--- config.mk ---
export PLATFORM = sky130hd
export DESIGN_NAME = inject_scheduler
export DESIGN_NICKNAME = d
export VERILOG_FILES = /design/src/rtl/noc_pkg.sv /design/src/rtl/rr_arbiter.sv /design/src/rtl/inject_scheduler.sv
export SDC_FILE = /design/constraint.sdc
export NUM_CORES = 1
export LEC_CHECK = 0
export ABC_AREA = 1
export BUFFER_PORTS_ARGS = -buffer_cell sky130_fd_sc_hd__buf_2
export CELL_PAD_IN_SITES_DETAIL_PLACEMENT = 2
export CELL_PAD_IN_SITES_GLOBAL_PLACEMENT = 2
export CORE_UTILIZATION = 23
export CTS_BUF_LIST = sky130_fd_sc_hd__clkbuf_4 sky130_fd_sc_hd__clkbuf_8 sky130_fd_sc_hd__clkbuf_16
export CTS_CLUSTER_SIZE = 8
export DETAILED_ROUTE_END_ITERATION = 16
export GPL_TIMING_DRIVEN = 0
export HOLD_SLACK_MARGIN = 0.05
export PLACE_DENSITY = 0.82
export SYNTH_ARGS = -nofsm -noshare
export SYNTH_HDL_FRONTEND = slang
export SYNTH_SLANG_ARGS = --single-unit
--- constraint.sdc ---
create_clock -name clk -period 3 [get_ports clk]
set_input_delay 0.6 -clock clk [delete_from_list [all_inputs] [get_ports clk]]
set_output_delay 0.6 -clock clk [all_outputs]
set_load 0.01 [all_outputs]
--- src/rtl/noc_pkg.sv ---
// Shared NoC constants and the injection-scheduler state encoding.
package noc_pkg;
  localparam int FLIT_W_DEF    = 20;
  localparam int TAIL_BIT_DEF  = 19;
  localparam int BUF_DEPTH_DEF = 4;

  typedef enum logic {
    IDLE   = 1'b0,
    LOCKED = 1'b1
  } sched_state_t;
endpackage

--- src/rtl/rr_arbiter.sv ---
// Combinational round-robin pick: first asserted request at or after ptr, wrapping.
module rr_arbiter #(
  parameter int NUM_REQ = 4,
  parameter int IW      = (NUM_REQ > 1) ? $clog2(NUM_REQ) : 1
) (
  input  logic [NUM_REQ-1:0] req,
  input  logic [IW-1:0]      ptr,
  output logic [NUM_REQ-1:0] grant,
  output logic [IW-1:0]      idx,
  output logic               any
);
  int c;

  always_comb begin
    grant = '0;
    idx   = '0;
    any   = 1'b0;
    c     = 0;
    for (int i = 0; i < NUM_REQ; i++) begin
      c = int'(ptr) + i;
      if (c >= NUM_REQ) c = c - NUM_REQ;
      if (!any && req[c]) begin
        any      = 1'b1;
        grant[c] = 1'b1;
        idx      = IW'(c);
      end
    end
  end
endmodule

--- src/rtl/inject_scheduler.sv ---
// Shares the router local injection port among NUM_REQ sources: round-robin,
// credit-gated, and locked to one source from head flit to tail flit.
module inject_scheduler
  import noc_pkg::*;
#(
  parameter int NUM_REQ   = 4,
  parameter int FLIT_W    = FLIT_W_DEF,
  parameter int BUF_DEPTH = BUF_DEPTH_DEF,
  parameter int TAIL_BIT  = TAIL_BIT_DEF,
  parameter int IW        = (NUM_REQ > 1) ? $clog2(NUM_REQ) : 1,
  parameter int CW        = $clog2(BUF_DEPTH + 1)
) (
  input  logic                      clk,
  input  logic                      rst,
  input  logic [NUM_REQ*FLIT_W-1:0] req_flit,
  input  logic [NUM_REQ-1:0]        req_valid,
  output logic [NUM_REQ-1:0]        req_ready,
  input  logic                      ci,
  output logic [FLIT_W-1:0]         inject,
  output logic                      inject_valid,
  output logic [CW-1:0]             credits,
  output logic [IW-1:0]             grant_id,
  output logic                      credit_err,
  output logic [15:0]               sent_count
);
  sched_state_t state, next_state;
  logic [IW-1:0] rr_ptr, next_ptr;
  logic [NUM_REQ-1:0][FLIT_W-1:0] flits;
  logic [NUM_REQ-1:0] arb_grant;
  logic [IW-1:0] arb_idx, sel_idx;
  logic arb_any, transfer, has_credit;
  logic [FLIT_W-1:0] sel_flit;

  assign flits      = req_flit;
  assign has_credit = (credits != '0);

  rr_arbiter #(.NUM_REQ(NUM_REQ), .IW(IW)) u_arb (
    .req   (req_valid),
    .ptr   (rr_ptr),
    .grant (arb_grant),
    .idx   (arb_idx),
    .any   (arb_any)
  );

  // Ready depends only on registered state/credits and the arbiter, never on ci.
  always_comb begin
    req_ready  = '0;
    next_state = state;
    next_ptr   = rr_ptr;
    sel_idx    = (state == IDLE) ? arb_idx : grant_id;
    sel_flit   = flits[sel_idx];
    if (rst && has_credit) begin
      if (state == IDLE) begin
        if (arb_any) req_ready = arb_grant;
      end else begin
        req_ready[grant_id] = 1'b1;
      end
    end
    transfer = |(req_ready & req_valid);
    if (transfer) begin
      next_state = sel_flit[TAIL_BIT] ? IDLE : LOCKED;
      if (state == IDLE)
        next_ptr = (arb_idx == IW'(NUM_REQ - 1)) ? '0 : arb_idx + 1'b1;
    end
  end

  always_ff @(posedge clk or negedge rst) begin
    if (!rst) begin
      state    <= IDLE;
      rr_ptr   <= '0;
      grant_id <= '0;
    end else begin
      state  <= next_state;
      rr_ptr <= next_ptr;
      if (transfer && state == IDLE) grant_id <= arb_idx;
    end
  end

  // Simultaneous launch and return cancel; a return at full count is an error.
  always_ff @(posedge clk or negedge rst) begin
    if (!rst) begin
      credits    <= CW'(BUF_DEPTH);
      credit_err <= 1'b0;
    end else begin
      case ({transfer, ci})
        2'b10: credits <= credits - 1'b1;
        2'b01: begin
          if (credits == CW'(BUF_DEPTH)) credit_err <= 1'b1;
          else                           credits    <= credits + 1'b1;
        end
        default: ;
      endcase
    end
  end

  always_ff @(posedge clk or negedge rst) begin
    if (!rst) begin
      inject       <= '0;
      inject_valid <= 1'b0;
      sent_count   <= '0;
    end else begin
      inject_valid <= transfer;
      if (transfer) begin
        inject     <= sel_flit;
        sent_count <= sent_count + 16'd1;
      end
    end
  end
endmodule

# ---- Yosys cells after proc, flatten, opt, wreduce, memory -nomap -nowiden
# Cells that the tools add are included.
dict set report totals {
  ff_bits 46
  ram_bits 0
  n_memories 0
  latch_bits 0
  out_inout_bits 47
  mem_bits_ro 0
}
dict set report op_classes {
  n_div 0
  addsub 11
  bitwise 5
  multipliers 0
  shift 0
  n_reduce_logical 19
  n_lt_le_gt_ge 15
  n_mux 48
  n_eq_ne 5
}
# op count
set op_table {}
lappend op_table {{$ge 32x1->1 const B} 4}
lappend op_table {{$lt 32x4->1 const B} 4}
lappend op_table {{$mux 32} 4}
lappend op_table {{$ge 32x4->1 const B} 3}
lappend op_table {{$sub 32x4->32 const B} 3}
lappend op_table {{$bmux 20 s2} 1}
lappend op_table {{$mux 4} 7}
lappend op_table {{$mux 20} 1}
lappend op_table {{$mux 1} 18}
lappend op_table {{$add 16x1->16 const B} 1}
lappend op_table {{$mux 2} 6}
lappend op_table {{$or 4x4->4} 3}
lappend op_table {{$demux 1 s2} 5}
lappend op_table {{$logic_and 1x1->1} 10}
lappend op_table {{$bmux 1 s2} 4}
lappend op_table {{$add 2x2->3 const B} 2}
lappend op_table {{$lt 2x3->1 const B} 2}
lappend op_table {{$pmux 3 s2} 1}
lappend op_table {{$reduce_and 2->1} 3}
lappend op_table {{$and 4x4->4} 1}
lappend op_table {{$eq 2x2->1 const B} 2}
lappend op_table {{$reduce_or 4->1} 1}
lappend op_table {{$sub 2x3->4 const B} 1}
lappend op_table {{$add 2x1->3 const B} 1}
lappend op_table {{13 further kinds} 15}

# ---- Logic depth before layout (Yosys ltp)
# Gate-level depths: netlist (run 1).
dict set report depth {
  depth_word 23
  ltp_mapped 21
}

# ---- Hierarchy
# Synthesis (run 1) repeated with hierarchy kept, for this count alone.
dict set report unflattened {
  cells_unflattened 430
  area_unflattened_um2 3095.5
}
# module area_each_um2 seq_area_each_um2 cells_per_inst instances
set by_module_without_submodules {}
lappend by_module_without_submodules {inject_scheduler 2635.0 1152.4 353 1}
lappend by_module_without_submodules {rr_arbiter 460.4 0.0 77 1}

# ---- Worst setup path before layout (run 1)
# No wires, ideal clock.
dict set report synth_timing {
  path_kind {reg2reg}
  startpoint {register (tool-made name)}
  endpoint {register credits[2]}
  path_stages_with_launch 22
  n_path_buf 1
  t_arrival_ps 2835
  path_slack_ps 93
  required_time_ps 2928
  period_less_slack_ps 2907
  path_cell_list {dfrtp_1 -> inv_2 -> ha_1 -> inv_1 -> nand3_1 -> nand2_1 -> nor2_2 -> nand2_1 -> nand2_1 -> nor2_1 -> o211ai_1 -> nand3_1 -> nand2_1 -> nor2_2 -> buf_6 -> nand2_2 -> fa_1 -> nand3b_1 -> nand3_1 -> nand2_1 -> nand2_1 -> inv_1}
}
# item line
set synth_rtl {}
lappend synth_rtl {{to (signal assigned)} inject_scheduler.sv:82} ;# credits <= CW'(BUF_DEPTH);
lappend synth_rtl {{to (signal assigned)} inject_scheduler.sv:86} ;# 2'b10: credits <= credits - 1'b1;
lappend synth_rtl {{to (signal assigned)} inject_scheduler.sv:89} ;# else credits <= credits + 1'b1;
lappend synth_rtl {{to (decl)} inject_scheduler.sv:21} ;# output logic [CW-1:0] credits,

# ---- Final worst setup path (run 1)
dict set report layout_timing {
  startpoint {register rr_ptr[1]}
  endpoint {output req_ready[3]}
}
dict set report layout_between {
  elab_chain_cells 18
  word_cells_on_any_way 67
  classes_between {add/sub: 7; order compare: 12; mux: 35; bitwise: 3; reduce/logical: 10}
}
# item line
set layout_lines {}
lappend layout_lines {{from (decl)} inject_scheduler.sv:27} ;# logic [IW-1:0] rr_ptr, next_ptr;
lappend layout_lines {{from (signal assigned)} inject_scheduler.sv:74} ;# rr_ptr <= next_ptr;
lappend layout_lines {{branches (longest 15 deep; another with $sub 32x4->32)} n/a}
lappend layout_lines {{$mux 4 (*)} inject_scheduler.sv:54} ;# if (arb_any) req_ready = arb_grant;
lappend layout_lines {{$mux 4 (*)} inject_scheduler.sv:53} ;# if (state == IDLE) begin
lappend layout_lines {{$mux 4 (*)} inject_scheduler.sv:52} ;# if (rst && has_credit) begin
lappend layout_lines {{to (decl)} inject_scheduler.sv:17} ;# output logic [NUM_REQ-1:0] req_ready,
# Mark *: on every way between the ends. The select of a mux whose other input is x is not followed.

==> run metrics, run 1 <==
outcome=finished, final reports clean; CTS tree=done; Synth Warn #=0; drt total wl=11,400 um; buffers and inverters on the worst path=4; Least-Margin Pin Slew=0.642 ns; area share of the largest cell type after synthesis=35.9%; GP Congestion=0.826; Layout Nets=666; synth top area cells=dfrtp_1, nand2_1, mux2i_1; Starting Density=23.6%; H-Tree Level Count=2; Critical path origin=rr_ptr[1]; first-pass GRT wire length=18,900 um; fill count=1,562; P_leak=2.34 nW; routed wire length per instance=15.2 um; layout cells sized above 1=34.6%; WP data required=2.40 ns; Most Used Layer, Global Route=met2; CTS Hold Bufs=0; Non-Filler Instances=749; DR DRC count=0; CTS root buf=clkbuf_16; sequential fraction of the synthesis area=36.7%; dominant cell type by area after synthesis=dfrtp_1; Crit Path Class=register to output port; Skew-Pair Late Insertion Delay=0.28 ns; Die Width=119 um; CTS buffer count=5; All-Layer GR Usage=16.8%; worst ir drop on vdd=0.508 mV; CP cell instances=inv_4, ha_4, inv_4, buf_4, nand2_1, nand2_1, nor2_4, nand3_2, o211ai_1, and2_1, buf_2; r2r startpoint=rr_ptr[1]; Crit-path slowest cell=dfrtp_2; vias in the first global route=3,780; max-cap viol count=0; delay-heaviest family, CP=simple AND/OR/NAND/NOR gates; post-route clock period utilization=93.6%; via/cell ratio=4.57; GRT overflow=0; Power Dens Cells=1210 nW/um^2; clock slew at reported path FFs=0.07 ns; CP Data Arrival Time=2.21 ns; Routed Antenna Nets=0; pre-CTS setup slack=-0.609 ns; met1 Resource Use GR=19.1%; met3 Track Usage GR=4.20%; placed instance count=728; placed standard-cell area=4020 sq um; Hold Path Class=input pin to async pin; Cell variety after synth=36; mean post-synth cell area=7.49 sq um; DR vias=3,422; # setup viols final=0; worst-case clock buffer depth=2; num rows=42; pin count of the biggest net entering global routing=48; DRT Pass-1 Iters=6; Worst setup EP type=output port; crit path time final=2.81 ns; Initial DRC Count=79; final hold violations=0; max_slew headroom=56.8%; CP startpoint kind=register; #FFs+latches synth=46; antenna violations before repair=0; Sinks on Clock Net=46; M2 GR Usage=31.5%; antenna fix cells=0; IO Count=134; max frequency=356 MHz; Mapped Cells=419; Synth Net Count=512; CP Max Fanout=5; IO Port Bufs=133; die height=119 um; CP max stage delay=0.39 ns; cell area after layout=4330 sq um; DP Wirelength=8970 um; Synth Cell Area=3140 sq um; synth-to-layout area growth=38.0%; Final Max Tran Viols=0; Core ar.=13,300 sq um; DIE AREA=14,100 sq um; clock skew=0.00400 ns; Final WS setup=0.192 ns
==> final cells by class <==
| class | instances | area [sq um] | share of cell area (%) |
|---|---|---|---|
| plain buffers | 14 | 82.6 | 1.91 |
| clock buffers | 6 | 133 | 3.06 |
| clock inverters | 1 | 7.51 | 0.173 |
| inverters | 46 | 180 | 4.16 |
| multi-input cells | 312 | 1770 | 40.8 |
| flip-flops and latches | 46 | 1150 | 26.7 |
| well taps | 176 | 220 | 5.09 |
| repair buffers | 148 | 785 | 18.1 |
==> placed cells by master, fill, tap and decap left out, types with 2 or more instances in the layout <==
master	instances
nor2_2	3
nor2_1	19
xor2_1	10
nand3_2	3
dfrtp_2	2
a21oi_1	2
nand4_1	9
mux2i_1	19
nand2_2	5
clkbuf_16	5
buf_2	141
nor3_1	2
nand2_4	2
inv_1	41
inv_4	3
nand3_1	18
inv_2	2
buf_6	3
o21ai_1	23
ha_1	4
nor3b_1	3
nor2_4	4
nand3b_1	2
o211ai_1	21
dfrtp_1	43
xnor2_1	6
buf_4	16
o21ai_0	5
clkbuf_1	2
nand2_1	142
==> stage by stage <==
step / power [W] / hold slack, ns / TNS (ns) / utilization (%)
detailed placement: 0.00446 / 0.469 / -14.43 / 30.3
global placement: 0.00427 / 0.457 / -9.68 / 30.3
floorplan: 0.00335 / 0.304 / 0 / -
finish: 0.00525 / 0.335 / 0 / 32.6
CTS: 0.00516 / 0.360 / 0 / 31.8
global route: 0.00577 / 0.384 / -0.0137 / 32.6
==> metal layers <==
layer	wire [um]	vias up
li1	-	1662
met1	4760	1657
met2	5930	97
met3	633	6
met4	96	0
met5	0	-
==> repair_timing <==
item,in CTS,in global routing
setup buffers,6,9
resized for setup,12,9
pin swaps,1,10
endpoints found under the setup margin,38,33
==> cells by family (layout without fill, tap and decap cells) <==
| group | after synthesis | count (layout) | synth area share (%) |
|---|---|---|---|
| AO/OA/AOI/OAI | 56 | 56 | 11.3 |
| XOR/XNOR | 16 | 16 | 4.47 |
| adder cells (fa/ha/maj) | 6 | 6 | 2.63 |
| buffers and inverters | 61 | 215 | 8.50 |
| flip-flops | 46 | 46 | 36.7 |
| multiplexers | 19 | 19 | 6.06 |
| AND/OR/NAND/NOR | 215 | 215 | 30.3 |
==> cells in the mapped netlist, drive strengths merged <==
library cell / n
o21ai: 30
o21bai: 1
a21oi: 2
xnor2: 6
dfstp: 1
nand3b: 2
ha: 5
o31ai: 1
inv: 46
o21a: 1
o211ai: 21
nand2: 149
buf: 13
nor3: 2
nand3: 22
fa: 1
xor2: 10
nand4: 10
nor2: 26
dfrtp: 45
nor3b: 3
and2: 1
mux2i: 19
clkbuf: 2
==> power breakdown <==
part / internal (W) / switching, W
Clock: 0.000314 / 0.000237
Sequential: 0.000883 / 0.000212
Combinational: 0.00139 / 0.00221
==> state kept, by name, summed over array words and instances (netlist names), named ones only <==
register,count
grant_id,2
credits,3
inject,20
credit_err,1
sent_count,16
state,1
rr_ptr,1
inject_valid,1
==> final timing paths <==
kind / endpoint / slack [ns] / cells past startpoint
worst max-delay path: req_ready[3] / 0.19 / 11
worst min-delay path: credits[1] / 0.34 / 1
worst max register to register: state / 0.20 / 16
worst min register to register: inject[0] / 0.48 / 2
max in group asynchronous: rr_ptr[1] / 2.23 / 1
min in group clk: inject[0] / 0.48 / 2
(Power assumes the default switching activity.)
==> run 2, diff against run 1 <==
- PLACE_DENSITY: 0.82 -> 0.86
==> run metrics, run 2 (synthesis gave the netlist of run 1 again) <==
outcome=finished, final reports clean; Crit Path Class=register to register; CP Data Arrival Time=3.12 ns; CP startpoint kind=register; Layout Nets=660; H-Tree Level Count=2; Initial DRC Count=78; most common cell after layout, fill and taps aside=nand2_1; CP Max Fanout=6; Least-Margin Pin Slew=0.713 ns; largest registers=inject x20, sent_count x16, credits x3; Worst setup EP type=register; largest reg by FF count=inject; CTS tree=done; drt total wl=11,300 um; Final Max Tran Viols=0; synth-to-layout area growth=36.9%; Skew-Pair Late Insertion Delay=0.29 ns; Die Width=119 um; worst ir drop on vdd=0.420 mV; first-pass GRT wire length=18,900 um; DRT Pass-1 Iters=6; DIE AREA=14,100 sq um; GRT overflow=0; final hold violations=0; worst reg2reg path depth=21; antenna fix cells=0; clock skew=0.00805 ns; CTS buffer count=5; crit path time final=2.90 ns; most frequent cells in the layout=nand2_1, buf_2, dfrtp_1; WP data required=3.22 ns; routed wire length per instance=15.2 um; max_slew headroom=52.1%; IO Count=134; DP Wirelength=9150 um; worst-case clock buffer depth=2; r2r endpoint=credits[2]; met2 wire length=5850 um; unrepaired setup endpoints after global routing=yes; Hold Path Class=input pin to async pin; Starting Density=23.6%; top layer in use=met4; DR DRC count=0; P_leak=2.32 nW; GP Congestion=0.810; num rows=42; pin count of the biggest net entering global routing=48; All-Layer GR Usage=16.6%; clock slew at reported path FFs=0.07 ns; # setup viols final=0; layout cells sized above 1=34.0%; pre-CTS setup slack=-0.641 ns; flip-flop count of the largest register after layout=20; Core ar.=13,300 sq um; antenna violations before repair=0; post-route clock period utilization=96.6%; max-cap viol count=0; CTS root buf=clkbuf_16; max frequency=345 MHz; vias in the first global route=3,817; Sinks on Clock Net=46; via/cell ratio=4.54; die height=119 um; DRT met1 WL=4720 um; Final WS setup=0.102 ns; DR vias=3,380; wire length on met3=647 um; Power Dens Cells=1200 nW/um^2; Routed Antenna Nets=0; R2R Setup Slk=0.10 ns; Setup TNS=0 ns; IO Port Bufs=133
-- run 2: cell count changes in the layout (fill, tap and decap cells not counted), sizes merged --
cell      previous run  this run
clkbuf               8         9
buf                160       154
clkinv               0         1
clkinvlp             1         0
-- run 2: metrics by stage --
| stage | cell area (sq um) | hold WS (ns) | instances | utilization (%) | power [W] |
|---|---|---|---|---|---|
| 2_1_floorplan | 3140 | 0.304 | 419 | - | 0.00335 |
| 3_5_place_dp | 4020 | 0.459 | 728 | 30.3 | 0.00445 |
| 3_3_place_gp | 4020 | 0.454 | 728 | 30.3 | 0.00425 |
| 6_report | 4300 | 0.221 | 744 | 32.3 | 0.00514 |
| 5_1_grt | 4300 | 0.279 | 744 | 32.3 | 0.00566 |
| 4_1_cts | 4240 | 0.370 | 740 | 31.9 | 0.00518 |
-- run 2: where the power goes --
group | leakage, nW | switching (W) | internal (W)
registers | 0.570 | 0.000210 | 0.000883
clock network | 0.0779 | 0.000245 | 0.000345
logic | 1.67 | 0.00215 | 0.00131
total | 2.32 | 0.00260 | 0.00254
-- run 2: worst max-delay path, stage by stage, from the launching register on --
cell,delay (ns)
dfrtp_2,0.41
clkinv_4,0.10
ha_4,0.27
inv_2,0.08
nand3_1,0.09
nand2_2,0.11
nor2_4,0.07
nand2_1,0.07
nand2_1,0.05
nor2_1,0.13
nand3_2,0.11
nand4_1,0.15
nand2_1,0.11
nor2_4,0.12
buf_8,0.11
nand2_2,0.07
fa_2,0.34
nand3b_1,0.19
nand3_1,0.10
nand2_1,0.06
nand2_1,0.06
inv_1,0.04
-- run 2: per-layer routing --
metal | track usage [%] | vias to the layer above
met4 | 3.88 | 0
met3 | 3.43 | 6
li1 | - | 1654
met2 | 31.2 | 106
met5 | 0 | -
met1 | 19.1 | 1614
-- run 2: cell type report --
type | instances | area, sq um
buffer | 15 | 97.6
clock buffer | 7 | 146
clock inverter | 1 | 8.76
fill | 1607 | 9000
inverter | 46 | 180
multi-input combinational | 312 | 1760
sequential | 46 | 1150
tap | 176 | 220
timing repair buffer | 141 | 732
-- run 2: worst max path at each step --
| stage | startpoint | to | slack [ns] |
|---|---|---|---|
| CTS | register | credits[2] | 0.02 |
| global placement | rst | credits[1] | -0.49 |
| global route | register | credits[2] | -0.09 |
| detailed placement | rst | credits[1] | -0.64 |
| floorplan | register | credits[2] | 0.09 |
| finish | register | credits[2] | 0.10 |
-- run 2: repair_timing --
action | 4_1_cts | 5_1_grt
endpoints found under the setup margin | 41 | 6
cloned | 0 | 0
pin swaps | 1 | 3
endpoints found under the hold margin | 0 | 0
hold buffers | 0 | 0
resized for setup | 11 | 8
setup buffers | 4 | 4
==> run 3, diff against run 2 <==
--- a/constraint.sdc
+++ b/constraint.sdc
@@ -3,2 +3,2 @@
 set_output_delay 0.6 -clock clk [all_outputs]
-set_load 0.01 [all_outputs]
+set_load 0.02 [all_outputs]
==> run metrics, run 3 (synthesis gave the netlist of run 1 again) <==
outcome=finished, final reports clean; DR vias=3,393; IO Count=134; unrepaired setup endpoints after global routing=yes; Starting Density=23.6%; R2R Setup Slk=0.1 ns; All-Layer GR Usage=16.6%; synth-to-layout area growth=38.5%; antenna violations before repair=0; GP Congestion=0.810; Worst setup EP type=register; DIE AREA=14,100 sq um; CP Data Arrival Time=3.12 ns; antenna fix cells=0; drt total wl=11,500 um; die height=119 um; flip-flop count of the largest register after layout=20; max frequency=345 MHz; Hold Path Class=input pin to async pin; fill count=1,604; largest reg by FF count=inject; DP Wirelength=9150 um; max_slew headroom=50.6%; H-Tree Level Count=2; worst reg2reg path depth=20; Least-Margin Pin Slew=0.735 ns; CTS tree=done; Power Dens Cells=1250 nW/um^2; routed wire length per instance=15.4 um; Final Max Tran Viols=0; Core ar.=13,300 sq um; DRT Pass-1 Iters=4; Die Width=119 um; CP dominant cell by count=nand2_1; max-cap viol count=0; delay-heaviest family, CP=simple AND/OR/NAND/NOR gates; Crit-path slowest cell=dfrtp_2; CP startpoint kind=register; crit path time final=2.90 ns; most frequent cells in the layout=nand2_1, buf_2, dfrtp_1; worst-case clock buffer depth=2; DRT met1 WL=4800 um; CP max stage delay=0.44 ns; post-route clock period utilization=96.7%; met2 wire length=6010 um; # setup viols final=0; Hold Slack=0.235 ns; buffers and inverters on the worst path=5; Routed Antenna Nets=0; largest registers=inject x20, sent_count x16, credits x3; DR DRC count=0; clock skew=0.00874 ns; Crit Path Class=register to register; vias in the first global route=3,817; Initial DRC Count=81; layout cells sized above 1=34.9%; final hold violations=0; Final WS setup=0.0985 ns; wire length on met3=596 um; pre-CTS setup slack=-0.641 ns; num rows=42; P_leak=2.34 nW; worst ir drop on vdd=0.430 mV; CP Max Fanout=7; WP data required=3.22 ns; CP cell instances=buf_4, nand2_1, nand3_1, nand2_2, inv_1, nand3_2, inv_2, nand2_1, nand3_1, nand4_1, nand2_2, nor2_4, buf_8, nand2_4, fa_2, nand3b_1, nand3_1, nand2_1, nand2_1, inv_1; CTS Hold Bufs=0; r2r endpoint=credits[2]; top layer in use=met4; IO Port Bufs=133; clock slew at reported path FFs=0.06 ns; Layout Nets=663; via/cell ratio=4.54; Sinks on Clock Net=46; Skew-Pair Late Insertion Delay=0.29 ns; first-pass GRT wire length=18,900 um; GRT overflow=0; total power=0.00541 W; CTS buffer count=5; CTS root buf=clkbuf_16; pin count of the biggest net entering global routing=48
## run 3: cell type report
type                       count  area [sq um]  area share, %
multi-input combinational    312          1780           41.0
sequential                    46          1150           26.6
timing repair buffer         144           754           17.4
tap                          176           220           5.07
inverter                      46           183           4.20
clock buffer                   7           146           3.37
buffer                        15          97.6           2.25
clock inverter                 1          8.76          0.202
## run 3: stage by stage
step	util (%)	instances	area, sq um	TNS [ns]
final	32.7	747	4350	0
after global routing	32.7	747	4350	-0.0655
after CTS	31.9	740	4240	0
after detailed placement	30.3	728	4020	-16.23
after global placement	30.3	728	4020	-10.42
after floorplan	-	419	3140	0
## run 3: metal layers
metal | track usage [%] | vias up
met5 | 0 | -
met4 | 3.88 | 0
met3 | 3.43 | 6
met2 | 31.2 | 100
met1 | 19.1 | 1624
li1 | - | 1663
## run 3: worst max path at each step
stage	from	end	slack (ns)	depth (start not counted)
after global routing	register	credits[2]	-0.06	20
final	register	credits[2]	0.1	20
after CTS	register	credits[2]	0.02	21
after floorplan	register	credits[2]	0.09	21
after detailed placement	rst	credits[1]	-0.64	11
after global placement	rst	credits[1]	-0.49	11
## run 3: report_power, final
group	switching, W	internal, W
combinational	0.00238	0.00135
sequential	0.000210	0.000883
clock	0.000243	0.000345
total	0.00283	0.00258
## run 3: timing repair
action,in CTS,in global routing
endpoints found under the setup margin,41,8
resized for setup,11,14
hold endpoints to repair,0,0
pin swaps,1,12
setup buffers,4,7
